**src/rtl/vend_ctrl_param.sv**
```systemverilog
// Parametrised vending-machine controller: edge-detected coins/selects, saturating credit,
// timed vend/deny hold. Define VEND_CHANGE_RETURN_EN to return leftover credit as change.
module vend_ctrl_param #(
  parameter int                              NUM_PRODUCTS = 4,
  parameter int                              NUM_COINS    = 3,
  parameter int                              CREDIT_W     = 8,
  parameter logic [NUM_COINS*CREDIT_W-1:0]    COIN_VALUES  = {8'd25, 8'd10, 8'd5},
  parameter logic [NUM_PRODUCTS*CREDIT_W-1:0] PRICES       = {8'd30, 8'd25, 8'd20, 8'd15},
  parameter int                              CREDIT_MAX   = 95,
  parameter int                              HOLD_TICKS   = 4
) (
  input  logic                    clk,
  input  logic                    clr,
  input  logic                    clk_en,
  input  logic [NUM_COINS-1:0]    coin,
  input  logic [NUM_PRODUCTS-1:0] sel,
  output logic [CREDIT_W-1:0]     credit,
  output logic [NUM_PRODUCTS-1:0] vend,
  output logic                    deny,
  output logic                    coin_rej,
  output logic [NUM_COINS-1:0]    change,
  output logic                    busy
);
  localparam int HW = (HOLD_TICKS > 0) ? $clog2(HOLD_TICKS + 1) : 1;
  localparam logic [CREDIT_W:0] MAX_C = CREDIT_MAX[CREDIT_W:0];

  typedef enum logic [1:0] {S_IDLE, S_VEND, S_DENY, S_CHANGE} state_t;

  state_t                  r_state, w_nxt_state;
  logic [NUM_COINS-1:0]    r_coin_q, w_coin_rise;
  logic [NUM_PRODUCTS-1:0] r_sel_q, w_sel_rise, w_sel_oh;
  logic [CREDIT_W-1:0]     r_credit, w_nxt_credit, w_coin_val, w_price;
  logic [CREDIT_W:0]       w_sum;
  logic                    w_sum_ok, w_afford;
  logic [NUM_PRODUCTS-1:0] r_vend, w_nxt_vend;
  logic                    r_deny, w_nxt_deny;
  logic                    r_coin_rej, w_nxt_rej;
  logic [HW-1:0]           r_hold, w_nxt_hold;

  assign w_coin_rise = coin & ~r_coin_q;
  assign w_sel_rise  = sel & ~r_sel_q;

  // Lowest-index edge wins; scanning downward lets the lowest index overwrite.
  always_comb begin
    w_coin_val = '0;
    for (int i = NUM_COINS - 1; i >= 0; i--)
      if (w_coin_rise[i]) w_coin_val = COIN_VALUES[i*CREDIT_W +: CREDIT_W];
  end

  always_comb begin
    w_price  = '0;
    w_sel_oh = '0;
    for (int i = NUM_PRODUCTS - 1; i >= 0; i--)
      if (w_sel_rise[i]) begin
        w_price     = PRICES[i*CREDIT_W +: CREDIT_W];
        w_sel_oh    = '0;
        w_sel_oh[i] = 1'b1;
      end
  end

  assign w_sum    = {1'b0, r_credit} + {1'b0, w_coin_val};
  assign w_sum_ok = (w_sum <= MAX_C);
  assign w_afford = (r_credit >= w_price);

`ifdef VEND_CHANGE_RETURN_EN
  localparam logic [CREDIT_W-1:0] MIN_COIN = COIN_VALUES[CREDIT_W-1:0];

  logic [NUM_COINS-1:0] r_change, w_nxt_change, w_chg_oh;
  logic [CREDIT_W-1:0]  w_chg_val, w_chg_rem;
  logic                 w_chg_ok;

  // Values ascend by index, so the last fitting coin is the largest.
  always_comb begin
    w_chg_ok  = 1'b0;
    w_chg_oh  = '0;
    w_chg_val = '0;
    for (int j = 0; j < NUM_COINS; j++)
      if (COIN_VALUES[j*CREDIT_W +: CREDIT_W] <= r_credit) begin
        w_chg_ok    = 1'b1;
        w_chg_oh    = '0;
        w_chg_oh[j] = 1'b1;
        w_chg_val   = COIN_VALUES[j*CREDIT_W +: CREDIT_W];
      end
  end

  assign w_chg_rem = r_credit - w_chg_val;
`endif

  always_comb begin
    w_nxt_state  = r_state;
    w_nxt_credit = r_credit;
    w_nxt_vend   = r_vend;
    w_nxt_deny   = r_deny;
    w_nxt_rej    = 1'b0;
    w_nxt_hold   = r_hold;
`ifdef VEND_CHANGE_RETURN_EN
    w_nxt_change = '0;
`endif
    case (r_state)
      S_IDLE: begin
        if (|w_coin_rise) begin
          if (w_sum_ok) w_nxt_credit = w_sum[CREDIT_W-1:0];
          else          w_nxt_rej    = 1'b1;
        end else if (|w_sel_rise) begin
          w_nxt_hold = HW'(HOLD_TICKS);
          if (w_afford) begin
            w_nxt_credit = r_credit - w_price;
            w_nxt_vend   = w_sel_oh;
            w_nxt_state  = S_VEND;
          end else begin
            w_nxt_deny  = 1'b1;
            w_nxt_state = S_DENY;
          end
        end
      end
      S_VEND, S_DENY: begin
        if (clk_en) begin
          if (r_hold <= HW'(1)) begin
            w_nxt_hold  = '0;
            w_nxt_vend  = '0;
            w_nxt_deny  = 1'b0;
            w_nxt_state = S_IDLE;
`ifdef VEND_CHANGE_RETURN_EN
            if (r_state == S_VEND && r_credit != '0) w_nxt_state = S_CHANGE;
`endif
          end else begin
            w_nxt_hold = r_hold - HW'(1);
          end
        end
      end
      S_CHANGE: begin
`ifdef VEND_CHANGE_RETURN_EN
        if (!w_chg_ok) begin
          w_nxt_state = S_IDLE;
        end else if (clk_en) begin
          w_nxt_change = w_chg_oh;
          w_nxt_credit = w_chg_rem;
          if (w_chg_rem < MIN_COIN) w_nxt_state = S_IDLE;
        end
`else
        w_nxt_state = S_IDLE;
`endif
      end
      default: w_nxt_state = S_IDLE;
    endcase
  end

  always_ff @(posedge clk or posedge clr) begin
    if (clr) begin
      r_state    <= S_IDLE;
      r_coin_q   <= '0;
      r_sel_q    <= '0;
      r_credit   <= '0;
      r_vend     <= '0;
      r_deny     <= 1'b0;
      r_coin_rej <= 1'b0;
      r_hold     <= '0;
    end else begin
      r_state    <= w_nxt_state;
      r_coin_q   <= coin;
      r_sel_q    <= sel;
      r_credit   <= w_nxt_credit;
      r_vend     <= w_nxt_vend;
      r_deny     <= w_nxt_deny;
      r_coin_rej <= w_nxt_rej;
      r_hold     <= w_nxt_hold;
    end
  end

`ifdef VEND_CHANGE_RETURN_EN
  always_ff @(posedge clk or posedge clr) begin
    if (clr) r_change <= '0;
    else     r_change <= w_nxt_change;
  end

  assign change = r_change;
`else
  assign change = '0;
`endif

  assign credit   = r_credit;
  assign vend     = r_vend;
  assign deny     = r_deny;
  assign coin_rej = r_coin_rej;
  assign busy     = (r_state != S_IDLE);

endmodule
```
**config.mk**
```make
export PLATFORM = sky130hd
export DESIGN_NAME = vend_ctrl_param
export DESIGN_NICKNAME = d
export VERILOG_FILES = /design/src/rtl/vend_ctrl_param.sv
export SDC_FILE = /design/constraint.sdc
export NUM_CORES = 1
export LEC_CHECK = 0
export ABC_AREA = 1
export ABC_CLOCK_PERIOD_IN_PS = 2500
export CAP_MARGIN = 30
export CELL_PAD_IN_SITES_DETAIL_PLACEMENT = 0
export CELL_PAD_IN_SITES_GLOBAL_PLACEMENT = 1
export CORE_UTILIZATION = 40
export CTS_CLUSTER_SIZE = 12
export DETAILED_ROUTE_END_ITERATION = 6
export PLACE_DENSITY_LB_ADDON = 0.1
export SLEW_MARGIN = 10
export SYNTH_ARGS = -nofsm -noshare
export SYNTH_HDL_FRONTEND = slang
export SYNTH_SLANG_ARGS = --single-unit
```
**constraint.sdc**
```tcl
create_clock -name clk -period 2.5 [get_ports clk]
set_clock_uncertainty 0.05 [all_clocks]
set_input_delay 0.375 -clock clk [delete_from_list [all_inputs] [get_ports clk]]
set_output_delay 0.375 -clock clk [all_outputs]
set_load 0.03 [all_outputs]
```
==> flow_metrics.env, run 1 <==
export IMPL_grt_pass1_vias=1923
export IMPL_fillers=492
export IMPL_pin_count=28
export IMPL_critPathRequiredTime_ps=2620
export IMPL_layout_worst_path_cycle_share_pct=94.2
export IMPL_yosys_area_top_type_share_pct=31.1
export IMPL_cts_buffers=3
export IMPL_synth_largest_area_cell="dfrtp_1"
export IMPL_dp_cells=422
export IMPL_worst_setup_path_end_kind="flop"
export IMPL_hold_path_class="input port to flop"
export IMPL_clk_path_buf_depth=2
export IMPL_grt_max_degree=27
export IMPL_synth_seq_cells=26
export IMPL_internal_power_mw=1.74
export IMPL_drtPass1Iterations=4
export IMPL_pre_cts_ws_ps=-352
export IMPL_seq_area_um2=651
export IMPL_pwr_share_clk_pct=10.4
export IMPL_cts_tree="done"
export IMPL_met3_usage_pct=2.44
export IMPL_drive_above_1_share_pct=27.6
export IMPL_clock_latency_ps=270
export IMPL_sw_frac_of_total_pct=48.4
export IMPL_finalSetupTns_ps=0
export IMPL_yosysSeqAreaShare_pct=31.1
export IMPL_drtAntennaViolNets=0
export IMPL_vias=2076
export IMPL_grtUsageTotal_pct=20.5
export IMPL_antenna_found_initial=0
export IMPL_relSlewSlack_pct=66.4
export IMPL_avgSynthCellArea_um2=7.02
export IMPL_die_area_um2=5530
export IMPL_arrival_ps=2480
export IMPL_slew_viol_final=0
export IMPL_drc_errors=0
export IMPL_timing_final_ws_setup_ps=144
export IMPL_p_comb_share_pct=68.1
export IMPL_portBuffers=24
export IMPL_cts_root_buffer="clkbuf_8"
export IMPL_gp_congestion=0.866
export IMPL_grt_use_met2_pct=33.1
export IMPL_nets=392
export IMPL_fp_row_count=25
export IMPL_synth_cell_types=31
export IMPL_synth_area_um2=2090
export IMPL_die_x_um=74.3
export IMPL_postCtsHoldBufs=0
export IMPL_tightest_slew_ps=503
export IMPL_diodes=0
export IMPL_fin_crit_ps=2360
export IMPL_powerDensity_nw_per_um2=1170
export IMPL_start_kind="input port"
export IMPL_netlist_instances=298
export IMPL_worstPathMaxFanout=5
export IMPL_drt_iter0_drc=77
export IMPL_max_cap_violations=0
export IMPL_die_y_um=74.3
export IMPL_fin_cells=433
export IMPL_grt_use_met1_pct=29.7
export IMPL_leakage_nw=1.55
export IMPL_pwr_share_seq_pct=21.5
export IMPL_irDropWorstVdd_mv=0.566
export IMPL_yosys_warnings=0
export IMPL_syn2layout_area_growth_pct=38.2
export IMPL_busiest_layer="met2"
export IMPL_clk_pin_slew_ps=90
export IMPL_post_dp_hpwl_mm=4.07
export IMPL_p_sw_mw=1.64
export IMPL_ys_top_cells_by_area="dfrtp_1, nand2_1, ha_1"
export IMPL_viasPerCell=4.79
export IMPL_multiInputGateArea_um2=1370
export IMPL_hold_violations=0
export IMPL_wl_per_cell_um=12.3
export IMPL_h_tree_depth=1
export IMPL_setup_viol=0
export IMPL_initial_utilization_pct=42.9
export IMPL_core_um2=4880
export IMPL_status="finished clean"
export IMPL_drt_wl_total_mm=5.32
export IMPL_grt_overflow_total=0
export IMPL_grt_first_pass_wirelength_mm=8.84
export IMPL_path_class="input port to flop"
export IMPL_cts_sinks=26
export IMPL_max_freq_ghz=0.425
[layer usage]
| metal | up-vias | share of wire, % |
|---|---|---|
| met5 | - | 0 |
| li1 | 1089 | - |
| met2 | 29 | 44 |
| met1 | 956 | 52 |
| met3 | 2 | 3.0 |
| met4 | 0 | 0.47 |
[synth_stat cells, drive strengths merged]
| cell type | instances |
|---|---|
| nand3 | 30 |
| inv | 42 |
| conb | 1 |
| ha | 13 |
| dfrtp | 26 |
| o21a | 1 |
| a21oi | 8 |
| o21ai | 8 |
| o31ai | 1 |
| nand4 | 17 |
| nor2 | 24 |
| buf | 5 |
| nand2 | 112 |
| a21boi | 1 |
| nor2b | 1 |
| fa | 2 |
| o22ai | 1 |
| nor3 | 1 |
| nand3b | 1 |
| xor2 | 1 |
| or2 | 2 |
[cells in the final DEF, fill, tap and decap left out, types with 4 or more instances in the layout]
cell type	instances
nand3_1	24
inv_2	8
nand2_2	18
dfrtp_1	26
a21oi_1	5
nand3_4	4
ha_1	11
nand2_1	92
o21ai_0	5
buf_4	41
clkdlybuf4s50_1	21
nor2_2	5
inv_1	34
nor2_1	16
nand4_1	17
[area by class of cell]
cell class / instances / area share (%)
multi-input combinational: 229 / 47.5
sequential: 26 / 22.5
timing repair buffer: 65 / 19.2
inverter: 42 / 5.45
tap: 67 / 2.90
clock buffer: 3 / 1.43
clock inverter: 1 / 1.04
[power by group through the flow]
stage          Sequential (mW)  Combinational, mW  Clock, mW
3_3_place_gp             0.726               2.08          0
4_1_cts                  0.721               2.13      0.358
2_1_floorplan            0.832               1.28          0
6_report                 0.728               2.30      0.351
5_1_grt                  0.751               2.57      0.371
3_5_place_dp             0.724               2.10          0
[sequential cells by signal, summed over array words and instances (netlist names)]
name	flops
r_sel_q	4
r_state	2
r_hold	3
credit	8
vend	4
coin_rej	1
deny	1
r_coin_q	3
[through the flow]
step / utilization (%) / total power [mW] / hold slack [ps] / area, µm²
2_1_floorplan: - / 2.11 / 356 / 2100
3_5_place_dp: 54.3 / 2.83 / 412 / 2650
5_1_grt: 59.3 / 3.69 / 225 / 2890
3_3_place_gp: 54.3 / 2.81 / 406 / 2650
4_1_cts: 56.2 / 3.21 / 421 / 2740
6_report: 59.3 / 3.38 / 214 / 2890
[what timing repair did]
item                                    in CTS  in global routing
endpoints found under the setup margin      12                 15
pin swaps                                    0                 18
buffers inserted                             0                  5
gates resized for setup                      3                 30
gates cloned                                 0                  2
[cells by family after synthesis]
| kind of cell | synth area share, % |
|---|---|
| xor+xnor | 0.418 |
| other cells | 0.179 |
| fa+ha+maj | 9.68 |
| flops | 31.1 |
| simple gates | 43.4 |
| buf+inv | 9.68 |
| compound gates | 5.56 |
[worst paths after layout]
check | startpoint | to | slack, ps | depth (start not counted)
max in group asynchronous | clr | r_sel_q[1]$_DFF_PP0_ | 1740 | 3
hold / removal | sel[2] | r_sel_q[2]$_DFF_PP0_ | 210 | 1
min in group asynchronous | clr | credit[0]$_DFFE_PP0P_ | 410 | 3
setup / recovery | coin[0] | credit[3]$_DFFE_PP0P_ | 140 | 13
hold reg to reg | vend[2]$_DFFE_PP0P_ | vend[2]$_DFFE_PP0P_ | 430 | 2
setup reg to reg | r_coin_q[1]$_DFF_PP0_ | credit[1]$_DFFE_PP0P_ | 260 | 14
[worst max-delay path: stages]
cell and delay (ps):
clkdlybuf4s50_1 490, nand2_2 80, inv_1 140, a21oi_1 70
ha_1 390, nand2_1 80, nor2_1 130, nand2_2 70
nand4_1 180, buf_4 160, nand3_2 130, nand4_1 110
nand2_1 60
(Power assumes the default switching activity.)
==> run 2: changes to the inputs <==
--- a/config.mk
+++ b/config.mk
@@ -6,11 +6,12 @@
 export NUM_CORES = 1
 export LEC_CHECK = 0
 export ABC_AREA = 1
-export ABC_CLOCK_PERIOD_IN_PS = 2500
-export CAP_MARGIN = 30
+export ABC_CLOCK_PERIOD_IN_PS = 2150
+export CAP_MARGIN = 20
 export CELL_PAD_IN_SITES_DETAIL_PLACEMENT = 0
 export CELL_PAD_IN_SITES_GLOBAL_PLACEMENT = 1
-export CORE_UTILIZATION = 40
+export CORE_MARGIN = 1.5
+export CORE_UTILIZATION = 36
 export CTS_CLUSTER_SIZE = 12
 export DETAILED_ROUTE_END_ITERATION = 6
 export PLACE_DENSITY_LB_ADDON = 0.1
==> constraint.sdc (replaced) <==
create_clock -name clk -period 2.15 [get_ports clk]
set_clock_uncertainty 0.05 [all_clocks]
set_input_delay 0.3225 -clock clk [delete_from_list [all_inputs] [get_ports clk]]
set_output_delay 0.3225 -clock clk [all_outputs]
set_load 0.03 [all_outputs]
==> flow_metrics.env, run 2 (same netlist as run 1, synthesis figures left out) <==
export IMPL_slew_viol_final=0
export IMPL_layout_worst_path_cycle_share_pct=104
export IMPL_initial_utilization_pct=37.6
export IMPL_vias=2192
export IMPL_p_comb_share_pct=70.4
export IMPL_final_common_cell="nand2_1"
export IMPL_post_dp_hpwl_mm=4.41
export IMPL_nets=408
export IMPL_cts_root_buffer="clkbuf_8"
export IMPL_wl_per_cell_um=13.6
export IMPL_internal_power_mw=2.25
export IMPL_finalSetupTns_ps=-621
export IMPL_power_mw=4.36
export IMPL_cts_sinks=26
export IMPL_drtPass1Iterations=4
export IMPL_die_y_um=79.3
export IMPL_arrival_ps=2360
export IMPL_final_area_um2=3200
export IMPL_tightest_slew_ps=541
export IMPL_irDropWorstVdd_mv=0.605
export IMPL_die_area_um2=6280
export IMPL_die_x_um=79.3
export IMPL_clk_path_buf_depth=2
export IMPL_grtUsageTotal_pct=20.5
export IMPL_portBuffers=24
export IMPL_violations="setup timing"
export IMPL_fin_util_pct=57.4
export IMPL_grt_first_pass_wirelength_mm=9.98
export IMPL_postCtsHoldBufs=0
export IMPL_diodes=0
export IMPL_cts_buffers=3
export IMPL_powerDensity_nw_per_um2=1360
export IMPL_pwr_share_seq_pct=19.9
export IMPL_path_class="flop to flop"
export IMPL_max_cap_violations=0
export IMPL_core_um2=5570
export IMPL_p_sw_mw=2.11
export IMPL_worst_setup_path_end_kind="flop"
export IMPL_start_kind="flop"
export IMPL_fp_row_count=27
export IMPL_status="complete, but fails checks"
export IMPL_drt_iter0_drc=61
export IMPL_max_freq_ghz=0.447
export IMPL_clock_latency_ps=280
export IMPL_critPathRequiredTime_ps=2280
export IMPL_grt_setup_unrepaired="true"
export IMPL_viasPerCell=4.83
export IMPL_gp_congestion=0.862
export IMPL_leakage_nw=1.62
export IMPL_pwr_share_clk_pct=9.7
export IMPL_drive_above_1_share_pct=39.5
export IMPL_sw_frac_of_total_pct=48.4
export IMPL_hold_violations=0
export IMPL_fillers=545
export IMPL_grt_overflow_total=0
export IMPL_fin_crit_ps=2240
export IMPL_hold_path_class="input port to flop"
export IMPL_place_area_um2=2730
export IMPL_drt_wl_total_mm=6.17
export IMPL_timing_final_ws_setup_ps=-85.2
export IMPL_layout_common_cells="nand2_1, buf_4, nand2_2"
export IMPL_clk_pin_slew_ps=100
export IMPL_drc_errors=0
export IMPL_setup_viol=14
export IMPL_antenna_found_initial=0
export IMPL_h_tree_depth=1
export IMPL_syn2layout_area_growth_pct=52.8
export IMPL_largest_reg_flops=8
export IMPL_relSlewSlack_pct=63.9
export IMPL_drtAntennaViolNets=0
export IMPL_grt_max_degree=16
export IMPL_cts_tree="done"
export IMPL_pin_count=28
export IMPL_grt_pass1_vias=2094
export IMPL_worstPathMaxFanout=3
-- run 2: changes by cell type in the layout (fill, tap and decap cells not counted), sizes merged --
cell | before | now
dlymetal6s2s | 3 | 0
dlygate4sd2 | 0 | 7
clkdlybuf4s50 | 21 | 17
buf | 41 | 57
-- run 2: timing repair --
| action | 4_1_cts | 5_1_grt |
|---|---|---|
| gates resized for setup | 45 | 39 |
| pin swaps | 30 | 27 |
| gates cloned | 1 | 1 |
| endpoints found under the setup margin | 16 | 17 |
| buffers inserted | 6 | 8 |
-- run 2: per-layer routing --
layer / global-route usage [%] / part of all wire [%] / up-vias
li1: - / - / 1123
met2: 32.6 / 45 / 45
met4: 4.56 / 0.97 / 0
met5: 0 / 0 / -
met3: 3.91 / 4.9 / 4
met1: 28.9 / 49 / 1020
-- run 2: cell type report --
class	instances	area, µm²	area share, %
multi-input cells	229	1550	48.3
repair buffers	81	679	21.2
flip-flops and latches	26	652	20.4
inverters	42	160	5.01
well taps	72	90.1	2.82
clock buffers	3	41.3	1.29
clock inverters	1	30.0	0.939
-- run 2: final timing paths --
| check | startpoint | endpoint | slack (ps) | depth (start not counted) |
|---|---|---|---|---|
| min in group asynchronous | clr | credit[6]$_DFFE_PP0P_ | 320 | 2 |
| min reg2reg | deny$_DFFE_PP0P_ | deny$_DFFE_PP0P_ | 430 | 2 |
| max | r_sel_q[2]$_DFF_PP0_ | credit[4]$_DFFE_PP0P_ | -90 | 16 |
| min | sel[0] | r_sel_q[0]$_DFF_PP0_ | 260 | 1 |
| max in group asynchronous | clr | vend[2]$_DFFE_PP0P_ | 1260 | 3 |
| max reg2reg | r_sel_q[2]$_DFF_PP0_ | credit[4]$_DFFE_PP0P_ | -90 | 16 |
-- run 2: power by group through the flow --
stage,Combinational [mW],Clock (mW),Sequential [mW]
2_1_floorplan,1.49,0,0.968
3_3_place_gp,2.56,0,0.836
3_5_place_dp,2.57,0,0.833
4_1_cts,2.78,0.436,0.841
5_1_grt,3.39,0.448,0.890
6_report,3.07,0.424,0.865
-- run 2: through the flow --
stage / setup WS, ps / hold slack, ps / std cells
6_report: -85.2 / 260 / 454
2_1_floorplan: 10.2 / 304 / 300
4_1_cts: -83.6 / 259 / 446
3_5_place_dp: -700 / 407 / 435
3_3_place_gp: -647 / 406 / 435
5_1_grt: -207 / 256 / 454
-- run 2: worst max-delay path: stages (launching register included) --
cell,delay (ps)
dfrtp_1,420
nor2_4,180
nand2_2,80
nand2_2,90
ha_4,140
inv_4,40
fa_2,340
inv_2,80
nor2_4,50
buf_4,130
buf_4,120
nor2_1,70
nand2_1,60
nand3_1,90
nand2_1,50
nand4_1,80
nand2_1,50
==> run 3: changes to the inputs <==
--- a/config.mk
+++ b/config.mk
@@ -12,6 +12,7 @@
 export CELL_PAD_IN_SITES_GLOBAL_PLACEMENT = 1
 export CORE_MARGIN = 1.5
 export CORE_UTILIZATION = 36
+export CTS_BUF_LIST = sky130_fd_sc_hd__clkbuf_8 sky130_fd_sc_hd__clkbuf_16
 export CTS_CLUSTER_SIZE = 12
 export DETAILED_ROUTE_END_ITERATION = 6
 export PLACE_DENSITY_LB_ADDON = 0.1
==> results of run 3 <==
Same layout as run 2: the final DEF is identical, and so are final timing and power.
